**src/rtl/cdce62002_spi_writer.sv**
```systemverilog
// CDCE62002 PLL register loader: shifts REG0_VAL then REG1_VAL out LSB first over a 3-wire SPI.
// Define CDCE62002_READBACK_EN to add a readback pass that compares bits [31:4] and flags error.
module cdce62002_spi_writer #(
    parameter logic [31:0] REG0_VAL = 32'h0000_0000,
    parameter logic [31:0] REG1_VAL = 32'h0000_0001,
    parameter int unsigned CLK_DIV  = 2
) (
    input  logic sysclk,
    input  logic reset_INV,
    input  logic start,
    output logic busy,
    output logic done,
    output logic error,
    output logic spi_clk,
    output logic spi_cs_INV,
    output logic spi_mosi,
    input  logic spi_miso
);

`ifdef CDCE62002_READBACK_EN
    typedef enum logic [2:0] {IDLE, SHIFT, GAP, DONE, RDCMD, RDDATA} state_t;
    localparam logic [2:0] LAST_STEP = 3'd5;
`else
    typedef enum logic [2:0] {IDLE, SHIFT, GAP, DONE} state_t;
    localparam logic [2:0] LAST_STEP = 3'd1;
`endif

    localparam logic [3:0] DIV_MAX = 4'(CLK_DIV - 1);
    localparam logic [5:0] GAP_LEN = 6'(2 * CLK_DIV);

    state_t      state;
    state_t      next_shift_state;
    logic [2:0]  step;
    logic [2:0]  next_step;
    logic [31:0] next_word;
    logic [5:0]  bit_cnt;
    logic [3:0]  div_cnt;
    logic [31:0] shreg;
    logic        armed;
    logic        shifting;

`ifdef CDCE62002_READBACK_EN
    logic [27:0] rx;
    logic        mismatch;
`else
    logic        unused_miso;
    assign unused_miso = spi_miso;
    assign error       = 1'b0;
`endif

    // Step sequence: writes of reg 0 and 1, then (readback) command/data pairs for each register.
    always_comb begin
        next_step        = step + 3'd1;
        next_word        = '0;
        next_shift_state = SHIFT;
        shifting         = (state == SHIFT);
        case (next_step)
            3'd1: next_word = REG1_VAL;
`ifdef CDCE62002_READBACK_EN
            3'd2: begin
                next_word        = {24'b0, REG0_VAL[3:0], 4'b1110};
                next_shift_state = RDCMD;
            end
            3'd3: next_shift_state = RDDATA;
            3'd4: begin
                next_word        = {24'b0, REG1_VAL[3:0], 4'b1110};
                next_shift_state = RDCMD;
            end
            3'd5: next_shift_state = RDDATA;
`endif
            default: next_word = '0;
        endcase
`ifdef CDCE62002_READBACK_EN
        shifting = (state == SHIFT) || (state == RDCMD) || (state == RDDATA);
`endif
    end

    always_ff @(posedge sysclk or negedge reset_INV) begin
        if (!reset_INV) begin
            state      <= IDLE;
            step       <= '0;
            bit_cnt    <= '0;
            div_cnt    <= '0;
            shreg      <= '0;
            armed      <= 1'b1;
            busy       <= 1'b0;
            done       <= 1'b0;
            spi_clk    <= 1'b0;
            spi_cs_INV <= 1'b1;
            spi_mosi   <= 1'b0;
`ifdef CDCE62002_READBACK_EN
            rx         <= '0;
            mismatch   <= 1'b0;
            error      <= 1'b0;
`endif
        end else begin
            // A held start must be seen low before it can launch another sequence.
            if (!start) begin
                armed <= 1'b1;
            end
            case (state)
                IDLE, DONE: begin
                    if (start && armed) begin
                        armed      <= 1'b0;
                        state      <= SHIFT;
                        step       <= '0;
                        shreg      <= REG0_VAL;
                        spi_mosi   <= REG0_VAL[0];
                        spi_cs_INV <= 1'b0;
                        spi_clk    <= 1'b0;
                        div_cnt    <= '0;
                        bit_cnt    <= '0;
                        busy       <= 1'b1;
                        done       <= 1'b0;
`ifdef CDCE62002_READBACK_EN
                        mismatch   <= 1'b0;
                        error      <= 1'b0;
`endif
                    end
                end
                GAP: begin
                    if (step == LAST_STEP) begin
                        if (bit_cnt == GAP_LEN) begin
                            state <= DONE;
                            busy  <= 1'b0;
                            done  <= 1'b1;
`ifdef CDCE62002_READBACK_EN
                            error <= mismatch;
`endif
                        end else begin
                            bit_cnt <= bit_cnt + 6'd1;
                        end
                    end else if (bit_cnt == GAP_LEN - 6'd1) begin
                        step       <= next_step;
                        state      <= next_shift_state;
                        shreg      <= next_word;
                        spi_mosi   <= next_word[0];
                        spi_cs_INV <= 1'b0;
                        div_cnt    <= '0;
                        bit_cnt    <= '0;
                    end else begin
                        bit_cnt <= bit_cnt + 6'd1;
                    end
                end
                default: begin
                    if (shifting) begin
                        if (div_cnt != DIV_MAX) begin
                            div_cnt <= div_cnt + 4'd1;
                        end else begin
                            div_cnt <= '0;
                            if (!spi_clk) begin
                                spi_clk <= 1'b1;
                                bit_cnt <= bit_cnt + 6'd1;
`ifdef CDCE62002_READBACK_EN
                                if (state == RDDATA) begin
                                    rx <= {spi_miso, rx[27:1]};
                                end
`endif
                            end else begin
                                spi_clk <= 1'b0;
                                if (bit_cnt == 6'd32) begin
                                    spi_cs_INV <= 1'b1;
                                    spi_mosi   <= 1'b0;
                                    state      <= GAP;
                                    bit_cnt    <= '0;
`ifdef CDCE62002_READBACK_EN
                                    // rx now holds readback bits [31:4]; the address nibble is not compared.
                                    if (state == RDDATA &&
                                        rx != ((step == 3'd3) ? REG0_VAL[31:4] : REG1_VAL[31:4])) begin
                                        mismatch <= 1'b1;
                                    end
`endif
                                end else begin
                                    shreg    <= shreg >> 1;
                                    spi_mosi <= shreg[1];
                                end
                            end
                        end
                    end
                end
            endcase
        end
    end

endmodule

```
**config.mk**
```make
export PLATFORM = sky130hd
export DESIGN_NAME = cdce62002_spi_writer
export DESIGN_NICKNAME = d
export VERILOG_FILES = /design/src/rtl/cdce62002_spi_writer.sv
export SDC_FILE = /design/constraint.sdc
export NUM_CORES = 1
export LEC_CHECK = 0
export BUFFER_PORTS_ARGS = -buffer_cell sky130_fd_sc_hd__buf_2
export CAP_MARGIN = 20
export CORE_UTILIZATION = 30
export CTS_CLUSTER_DIAMETER = 30
export DETAILED_ROUTE_END_ITERATION = 8
export SYNTH_ARGS = -nofsm -noshare
export SYNTH_HDL_FRONTEND = slang
export SYNTH_SLANG_ARGS = --single-unit
```
**constraint.sdc**
```tcl
create_clock -name sysclk -period 2.8 [get_ports sysclk]
set_clock_uncertainty 0.05 [all_clocks]
set_input_delay 0.56 -clock sysclk [delete_from_list [all_inputs] [get_ports sysclk]]
set_output_delay 0.56 -clock sysclk [all_outputs]
set_load 0.005 [all_outputs]
```
==> key figures <==
Die
  – Initial core utilization: 0.310
  – Die area: 4770 µm²
  – Floorplan row count: 24
  – Core box area: 4350 µm²
  – Die W: 69.1 µm
  – Die Height: 69.1 µm
  – IO Pins: 10

Synth
  – Largest area contributor in the netlist: dfrtp_1
  – Adder-Cell Fraction of Synth Area: 0.0927
  – Most used standard cell by instance count after synthesis: dfrtp_1
  – Cells after Synth: 137
  – Seq/Total Area, Yosys: 0.391
  – Ys flop type: dfrtp_1
  – Post-Synth XOR/XNOR Area: 0.00649
  – Synth area leaders: dfrtp_1 (35%), ha_1 (9.3%), dfstp_2 (3.9%)
  – Simple-Gate Fraction of Synth Area: 0.206
  – Proportion of synthesized area in mux cells: 0.0454
  – Yosys Warn Count: 0
  – Number of synthesized flops with an enable pin: 0
  – Cell variety after synth: 49
  – Syn_area_per_cell: 9.85 µm²
  – Largest family of logic cells by synthesized area: simple AND/OR/NAND/NOR gates
  – Synth top area share: 0.352
  – Synth Area in Compound Gates: 0.202
  – Syn Nets: 151
  – Mapped Area: 1350 µm²
  – Asr flop ratio synth: 1.00
  – #FFs+latches synth: 21
  – Most frequent cells after synthesis: dfrtp_1 (19), ha_1 (10), inv_1 (10)

Final layout
  – Final net count: 159
  – Fill cells: 451
  – Register Area: 528 µm²
  – Footprint of the multi-input gates: 749 µm²
  – Post-Layout Cell Count: 196
  – Share of cells above drive strength 1: 0.174
  – Antenna cells: 0
  – Layout area overhead: 9.36%
  – Core Util, Final: 0.339

Worst hold path
  – Min-Delay Path Class: input pin to async pin

CTS
  – CTS root buf: clkbuf_8
  – Clock Tree Buf Depth: 2
  – Clock sink total: 21
  – Post-cts hold buffer count: 0
  – Clock transition at path regs: 0.08 ns
  – CTS tree: done
  – TritonCTS buffer count: 3
  – Post-CTS Setup Inserts: 0
  – H-tree Lvls: 1
  – Worst-Skew Late Latency: 0.27 ns
  – # resized after CTS: 0

Place
  – GPL Wtd Cong: 0.796
  – Inst Count DP: 192
  – DPL Wire Length: 1.97 mm
  – Port Buf Inserts: 7

Route
  – DR iter-0 viols: 45
  – Vias: 1030
  – Final WL: 2.67 mm
  – DR WL/cell: 13.6 µm
  – Vias per cell: 5.26
  – # DRC: 0
  – Drt pass-1 iters: 4
  – Final ANT Viol Nets: 0

Status
  – Status: completed

STA
  – Post-layout minimum cycle time: 2.35 ns
  – RSZ-0062 raised after global routing: no
  – # setup viols final: 0
  – TNS Setup: 0 ns
  – FMAX: 0.425 GHz
  – Final hold violations: 0
  – Period utilization: 0.840
  – Fin Hold WS: 0.194 ns
  – Fin. max-slew vios: 0
  – Slew margin rel.: 0.638
  – Worst Max-Slew Pin Slew: 0.542 ns

Setup path
  – Reg-to-Reg Start: bit_cnt[0]
  – Worst setup path class: register to register
  – Element type at the critical path end: register
  – Reg-to-Reg End: div_cnt[2]
  – Crit path max fanout: 10
  – CP Launch Type: register
  – R2R depth: 5
  – Req. time, crit path: 2.92 ns
  – Data arrival, critical path: 2.47 ns
  – Reg2reg setup slack: 0.45 ns

Pwr
  – Power per Cell Area: 1040 nW/µm²
  – VDD IR-drop max: 0.363 mV
  – Leak: 0.000676 µW
  – Power consumption: 1530 µW

Global routing
  – Largest net degree at the start of global routing: 22
  – Overflow after GRT: 0
  – Antenna violations before repair: 0
  – First-pass GRT wire length: 4.77 mm
  – GRT Total Usage: 0.122
  – Number of global-route vias before repair: 1040

Job
  – Max-Cap Viols: 0
worst max-delay path by stage:
stage / startpoint / endpoint / slack, ns
floorplan: bit_cnt[0] / div_cnt[2] / 0.63
global placement: bit_cnt[0] / div_cnt[3] / 0.48
detailed placement: bit_cnt[0] / div_cnt[2] / 0.44
CTS: bit_cnt[0] / div_cnt[2] / 0.42
global route: bit_cnt[0] / step[2] / 0.23
finish: bit_cnt[0] / div_cnt[2] / 0.45
report_power, final:
| group | switching, µW | internal [µW] |
|---|---|---|
| combinational | 504 | 354 |
| clock | 104 | 99.3 |
| sequential | 74.4 | 394 |
| total | 682 | 848 |
registers in the layout (all words and copies together), names as in the netlist:
| register | count |
|---|---|
| armed | 1 |
| bit_cnt | 6 |
| busy | 1 |
| div_cnt | 4 |
| done | 1 |
| spi_clk | 1 |
| spi_cs_INV | 1 |
| spi_mosi | 1 |
| state | 2 |
| step | 3 |
final cells by class:
type | count | share of cell area
Clock buffer | 3 | 0.0280
Clock inverter | 1 | 0.00339
Multi-Input combinational cell | 100 | 0.508
Tap cell | 52 | 0.0441
Inverter | 10 | 0.0254
Timing Repair Buffer | 9 | 0.0339
Sequential cell | 21 | 0.358
worst max-delay path, cell delays in order (launching register included):
cell and delay (ns):
dfrtp_1 0.41, ha_1 0.22, or4b_1 0.46, o31a_1 0.42, or2_0 0.38, o311ai_1 0.32
cells in the final DEF (no fill, tap or decap), drive strengths merged, types with 3 or more instances in the layout:
cell type / Yosys / routed
nor3: 4 / 4
buf: 3 / 9
o41ai: 3 / 3
nor2b: 5 / 5
inv: 10 / 10
mux2i: 5 / 5
nand2: 7 / 7
nand3: 7 / 7
ha: 10 / 10
o21ai: 7 / 7
clkbuf: 3 / 3
nor2: 4 / 4
nand4: 3 / 3
or2: 5 / 5
dfrtp: 19 / 19
metal layers:
metal | track usage | part of all wire
met2 | 0.205 | 0.48
met1 | 0.156 | 0.50
met5 | 0 | 0
met3 | 0.0365 | 0.026
met4 | 0.0227 | 0
stage by stage:
step	setup slack [ns]	instance area, µm²
after floorplan	0.630	1350
after detailed placement	0.437	1430
after global placement	0.478	1430
after global routing	0.233	1480
final	0.447	1480
after CTS	0.424	1480
logic make-up (layout without fill, tap and decap cells):
family	Yosys count	after routing
buf+inv	16	23
fa+ha+maj	10	10
xor+xnor	1	1
compound gates	33	33
other cells	1	1
simple gates	49	49
flops	21	21
mux	6	6
Note: power is estimated with default switching activity, not from simulation.
